### src/rtl/literal_accumulator.sv
// Accumulates 5-bit literal groups (continuation + nibble), several per beat, into a
// VALUE_W-bit value; reports groups consumed per beat and holds the result for handoff.
module literal_accumulator #(
   parameter int VALUE_W          = 64,
   parameter int GROUPS_PER_CYCLE = 4,
   parameter int COUNT_W          = 8,
   localparam int TAKE_W          = $clog2(GROUPS_PER_CYCLE + 1)
) (
   input  logic                          clk,
   input  logic                          resetB,
   input  logic                          flush,
   input  logic                          in_valid,
   output logic                          in_ready,
   input  logic [5*GROUPS_PER_CYCLE-1:0] in_bits,
   output logic [TAKE_W-1:0]             in_take,
   output logic                          out_valid,
   input  logic                          out_ready,
   output logic [VALUE_W-1:0]            value,
   output logic [COUNT_W-1:0]            bits_total,
   output logic                          overflow
);

   localparam int NIBBLES = VALUE_W / 4;
   // Nibble counter is wide enough that one more beat past NIBBLES is always representable.
   localparam int NC_W    = $clog2(NIBBLES + GROUPS_PER_CYCLE + 1) + 1;
   localparam int SUM_W   = COUNT_W + 8;

   typedef enum logic {ST_ACCUM, ST_HOLD} state_t;

   state_t               state_q, state_d;
   logic [VALUE_W-1:0]   value_q, value_d;
   logic [COUNT_W-1:0]   bits_q, bits_d;
   logic                 ovf_q, ovf_d;
   logic [NC_W-1:0]      ncnt_q, ncnt_d;

   logic [GROUPS_PER_CYCLE-1:0] cont;
   logic [3:0]                  nib [GROUPS_PER_CYCLE];

   generate
      for (genvar gi = 0; gi < GROUPS_PER_CYCLE; gi++) begin : g_split
         assign cont[gi] = in_bits[5*(GROUPS_PER_CYCLE-gi)-1];
         assign nib[gi]  = in_bits[5*(GROUPS_PER_CYCLE-gi)-2 -: 4];
      end
   endgenerate

   logic              term_found;
   logic [TAKE_W-1:0] take_raw;
   logic [VALUE_W-1:0] shifted;
   logic [SUM_W-1:0]  bits_sum;
   logic [COUNT_W-1:0] bits_sat;
   logic [NC_W:0]     ncnt_sum;
   logic [NC_W-1:0]   ncnt_sat;

   // Lowest-index group with a clear continuation bit terminates the literal.
   always_comb begin
      term_found = 1'b0;
      take_raw   = TAKE_W'(GROUPS_PER_CYCLE);
      for (int g = GROUPS_PER_CYCLE - 1; g >= 0; g--) begin
         if (!cont[g]) begin
            term_found = 1'b1;
            take_raw   = TAKE_W'(g + 1);
         end
      end
   end

   always_comb begin
      shifted = value_q;
      for (int g = 0; g < GROUPS_PER_CYCLE; g++) begin
         if (g < int'(take_raw)) begin
            shifted = (shifted << 4) | VALUE_W'(nib[g]);
         end
      end

      bits_sum = SUM_W'(bits_q) + SUM_W'(take_raw) * SUM_W'(5);
      if (bits_sum > SUM_W'({COUNT_W{1'b1}})) begin
         bits_sat = '1;
      end else begin
         bits_sat = bits_sum[COUNT_W-1:0];
      end

      ncnt_sum = (NC_W+1)'(ncnt_q) + (NC_W+1)'(take_raw);
      if (ncnt_sum > (NC_W+1)'({NC_W{1'b1}})) begin
         ncnt_sat = '1;
      end else begin
         ncnt_sat = ncnt_sum[NC_W-1:0];
      end
   end

   always_comb begin
      state_d = state_q;
      value_d = value_q;
      bits_d  = bits_q;
      ovf_d   = ovf_q;
      ncnt_d  = ncnt_q;
      in_take = '0;

      if (flush) begin
         state_d = ST_ACCUM;
         value_d = '0;
         bits_d  = '0;
         ovf_d   = 1'b0;
         ncnt_d  = '0;
      end else begin
         case (state_q)
            ST_ACCUM: begin
               if (in_valid) begin
                  in_take = take_raw;
                  value_d = shifted;
                  bits_d  = bits_sat;
                  ncnt_d  = ncnt_sat;
                  ovf_d   = ovf_q | (ncnt_sat > NC_W'(NIBBLES));
                  if (term_found) begin
                     state_d = ST_HOLD;
                  end
               end
            end
            ST_HOLD: begin
               if (out_ready) begin
                  state_d = ST_ACCUM;
                  value_d = '0;
                  bits_d  = '0;
                  ovf_d   = 1'b0;
                  ncnt_d  = '0;
               end
            end
            default: state_d = ST_ACCUM;
         endcase
      end
   end

   always_ff @(posedge clk or negedge resetB) begin
      if (!resetB) begin
         state_q <= ST_ACCUM;
         value_q <= '0;
         bits_q  <= '0;
         ovf_q   <= 1'b0;
         ncnt_q  <= '0;
      end else begin
         state_q <= state_d;
         value_q <= value_d;
         bits_q  <= bits_d;
         ovf_q   <= ovf_d;
         ncnt_q  <= ncnt_d;
      end
   end

   assign in_ready   = (state_q == ST_ACCUM);
   assign out_valid  = (state_q == ST_HOLD);
   assign value      = value_q;
   assign bits_total = bits_q;
   assign overflow   = ovf_q;

endmodule
### config.mk
export PLATFORM = sky130hd
export DESIGN_NAME = literal_accumulator
export DESIGN_NICKNAME = d
export VERILOG_FILES = /design/src/rtl/literal_accumulator.sv
export SDC_FILE = /design/constraint.sdc
export NUM_CORES = 1
export LEC_CHECK = 0
export CAP_MARGIN = 20
export CORE_MARGIN = 2
export CORE_UTILIZATION = 53
export DETAILED_ROUTE_END_ITERATION = 12
export GPL_ROUTABILITY_DRIVEN = 0
export MAX_ROUTING_LAYER = met4
export PLACE_DENSITY = 0.88
export RECOVER_POWER = 25
export SETUP_SLACK_MARGIN = 0.05
export SYNTH_ARGS = -nofsm -noshare
export SYNTH_HDL_FRONTEND = slang
export SYNTH_SLANG_ARGS = --single-unit
### constraint.sdc
create_clock -name clk -period 2.9 [get_ports clk]
set_input_delay 0.29 -clock clk [delete_from_list [all_inputs] [get_ports clk]]
set_output_delay 0.29 -clock clk [all_outputs]
set_load 0.05 [all_outputs]
==> flow_summary_export.csv <==
group,metric,value,unit
status,status,"finished with violations",
status,violations,"max-capacitance violations, max-slew violations",
logic_synthesis,ys_seq_area_share,34.8,%
route,drc_errors,0,
critical_path,ff2ff_path_depth,8,
floorplan,die_h,108,um
sta,worst_pin_slew,2.25,ns
route,wirelength,15300,um
logic_synthesis,yosys_warnings,0,
power,netSwitchingFraction,41.9,%
critical_path,worstSetupStartpointType,"input port",
finish,final_layout_size_suffix_gt1_share,16.3,%
worst_hold_path,holdPathEnd,"value[5]$_DFFE_PN0P_",
power,fin_total_pwr,3.80,mW
clock_network,cts_setup_buffers,0,
critical_path,crit_fanout,4,
grt,grt-ovfl-total,0,
critical_path,crit_start,"in_bits[9]",
sta,setup_viol,0,
clock_network,path_clk_slew,0.09,ns
floorplan,rows,38,
critical_path,rrSetupSlack,0.53,ns
sta,maxSlewHeadroom,-50.2,%
logic_synthesis,synthCells,641,
job,drv_cap,1,
logic_synthesis,synth-main-ff-cell,"dfrtp_1",
logic_synthesis,syn-mean-instance-area,8.98,sq um
route,dr_total_vias,5259,
route,viasPerCell,6.12,
logic_synthesis,syn-num-nets,682,
finish,antennaDiodeCount,0,
sta,hold_viol_final,0,
grt,antenna_found_initial,0,
power,pwr-share-comb,40.6,%
clock_network,insertion_delay,0.35,ns
power,p_int,2.20,mW
placed_design,portBuffers,102,
logic_synthesis,yosysTopAreaCellShare,34.8,%
floorplan,io_pins,103,
critical_path,arrival,2.97,ns
clock_network,cts-root-buf,"clkbuf_8",
logic_synthesis,syn_area,0.00575,sq mm
logic_synthesis,synth-seq-cells,80,
floorplan,initial_core_util,53.8,%
sta,finalCriticalPeriod,2.75,ns
grt,grt_max_degree,113,
sta,fin_hold_ws,0.422,ns
sta,final_max_slew_viol_count,39,
finish,nets,757,
sta,max_freq,363,MHz
clock_network,htreeDepth,3,
grt,grt_pass1_wl,25400,um
floorplan,die_x,108,um
critical_path,cp-end-kind,"flop",
critical_path,rr_startpoint,"bits_total[1]$_DFFE_PN0P_",
grt,first_global_vias,5005,
power,powerDensity,548,mW/mm^2
logic_synthesis,synth_edf_count,0,
critical_path,cp_data_required_time,3.12,ns
critical_path,rr_endpoint,"bits_total[7]$_DFFE_PN0P_",
finish,multiInputGateArea,0.00332,sq mm
grt,grt_usage,27.6,%
clock_network,tritoncts,"done",
finish,regArea,0.00200,sq mm
power,p_clk_share,22.0,%
logic_synthesis,synth_cell_type_count,45,
worst_hold_path,worstHoldPathType,"input port to flop",
power,pwr-share-seq,37.4,%
worst_hold_path,hold_start,"in_bits[19]",
clock_network,cts-buffers-inserted,9,
route,initialDrtViolationCount,518,
route,wl_per_cell,17.8,um
critical_path,cp_slowest_cell,"clkdlybuf4s50_1",
worst_hold_path,min_path_cells,5,
clock_network,cts.sinks,80,
finish,area_growth,20.5,%
floorplan,die_area,0.0117,sq mm
placed_design,place_hpwl,9830,um
route,drt-pass1-iter-count,5,
finish,fillers,854,
power,p_switching,1.59,mW
logic_synthesis,yosys.area.top_type,"dfrtp_1",
floorplan,core_area,0.0107,sq mm
power,p_leak,2.88,nW
sta,post-route-period-util,95.0,%
power,ir_drop,0.556,mV
route,ant_nets,0,
sta,rsz0062_at_grt,"yes",
critical_path,critPathKind,"input port to flop",
logic_synthesis,synth.area.top_cells,"dfrtp_1 (35%), o21ai_2 (11%), mux2i_1 (9.7%)",
critical_path,worstPathCellList,"clkdlybuf4s50_1 -> nand2b_1 -> nand2_1 -> ha_1 -> ha_1 -> fa_1 -> a211oi_2 -> nor2_1 -> o21a_1 -> a21oi_1 -> a21oi_1",
logic_synthesis,synth-async-reset-ratio,100,%
sta,skew,0.00842,ns
critical_path,max_stage_delay,0.54,ns
clock_network,clock_path_buffers,2,
-- cell families after synthesis --
family                   Yosys count  share of synthesized area, %
flip-flops                        80                          34.8
adder cells (fa/ha/maj)           16                          3.87
AO/OA/AOI/OAI                    249                          30.8
buffers and inverters             63                          7.66
AND/OR/NAND/NOR                  173                          12.5
XOR/XNOR                           4                         0.609
multiplexers                      56                          9.74
-- cells in the mapped netlist, types with 2 or more instances --
| cell | n |
|---|---|
| dfrtp_1 | 80 |
| a21oi_1 | 77 |
| nand2b_1 | 2 |
| nand2_1 | 82 |
| fa_1 | 3 |
| a211oi_1 | 60 |
| buf_12 | 6 |
| a31oi_1 | 6 |
| a22o_1 | 2 |
| o21ai_2 | 69 |
| a21o_1 | 3 |
| xor2_1 | 3 |
| buf_2 | 25 |
| clkbuf_1 | 12 |
| nor2_1 | 69 |
| mux2i_1 | 56 |
| ha_1 | 13 |
| o21ai_0 | 4 |
| o21ai_1 | 5 |
| a21oi_2 | 2 |
| buf_6 | 7 |
| o21bai_1 | 2 |
| nor2b_1 | 10 |
| buf_1 | 2 |
| a41oi_1 | 8 |
| buf_4 | 3 |
| inv_1 | 7 |
| o211ai_1 | 5 |
| nor3_1 | 2 |
-- per-layer routing --
metal	vias to the layer above	part of all wire (%)	GRT usage, %
met5	-	0	-
met2	187	49	43.3
met4	0	1.1	5.59
met1	2569	45	38.6
met3	15	4.9	3.74
li1	2488	-	-
-- power by group through the flow --
| stage | combinational [mW] | clock (mW) | sequential (mW) |
|---|---|---|---|
| 5_1_grt | 1.65 | 0.899 | 1.44 |
| 3_5_place_dp | 1.52 | 0 | 1.43 |
| 3_3_place_gp | 1.47 | 0 | 1.43 |
| 6_report | 1.54 | 0.835 | 1.42 |
| 4_1_cts | 1.53 | 0.847 | 1.42 |
| 2_1_floorplan | 0.719 | 0 | 1.77 |
-- worst max-delay path: cells and delay by family --
family                   cells  cell delay, ns
adder cells (fa/ha/maj)      3            1.14
AO/OA/AOI/OAI                4            0.66
buffers and inverters        1            0.54
AND/OR/NAND/NOR              3            0.35
-- metrics by stage --
stage	utilization (%)	worst slack, ns	TNS, ns	area [sq um]	cells
floorplan	-	0.0769	0	5750	641
global placement	62.7	-0.0111	-0.0348	6710	843
detailed placement	62.7	-0.177	-0.914	6710	843
CTS	64.5	0.181	0	6900	858
global route	64.8	0.0293	0	6930	860
finish	64.8	0.145	0	6930	860
-- state kept, by name, indices dropped and copies added (netlist names) --
signal / cells
out_valid: 1
value: 64
overflow: 1
ncnt_q: 6
bits_total: 8
-- cells in the final DEF, fill, tap and decap left out, types with 6 or more instances in the layout --
| master | n |
|---|---|
| a211oi_1 | 59 |
| o21ai_2 | 69 |
| nand2_1 | 82 |
| a31oi_1 | 6 |
| a41oi_1 | 8 |
| buf_4 | 16 |
| a21oi_1 | 77 |
| ha_1 | 13 |
| clkdlybuf4s50_1 | 96 |
| inv_1 | 7 |
| clkbuf_8 | 9 |
| mux2i_1 | 56 |
| nor2b_1 | 10 |
| nor2_1 | 69 |
| dfrtp_1 | 80 |
| buf_12 | 6 |
-- final cells by class --
type | count | share of cell area, %
well taps | 140 | 2.53
repair buffers | 120 | 17.5
clock buffers | 9 | 1.79
multi-input cells | 498 | 47.9
flip-flops and latches | 80 | 28.9
inverters | 7 | 0.379
clock inverters | 6 | 1.01
-- what timing repair did --
item	4_1_cts	5_1_grt
endpoints found under the hold margin	0	38
endpoints found under the setup margin	0	1
hold buffers	0	1
resized for setup	0	1
-- worst max path at each step --
| stage | to | slack, ns | cells after the start |
|---|---|---|---|
| after CTS | bits_total[7]$_DFFE_PN0P_ | 0.18 | 11 |
| after global placement | bits_total[5]$_DFFE_PN0P_ | -0.01 | 11 |
| after floorplan | bits_total[5]$_DFFE_PN0P_ | 0.08 | 13 |
| final | bits_total[7]$_DFFE_PN0P_ | 0.15 | 11 |
| after global routing | bits_total[7]$_DFFE_PN0P_ | 0.03 | 11 |
| after detailed placement | bits_total[7]$_DFFE_PN0P_ | -0.18 | 11 |
(Power assumes the default switching activity.)
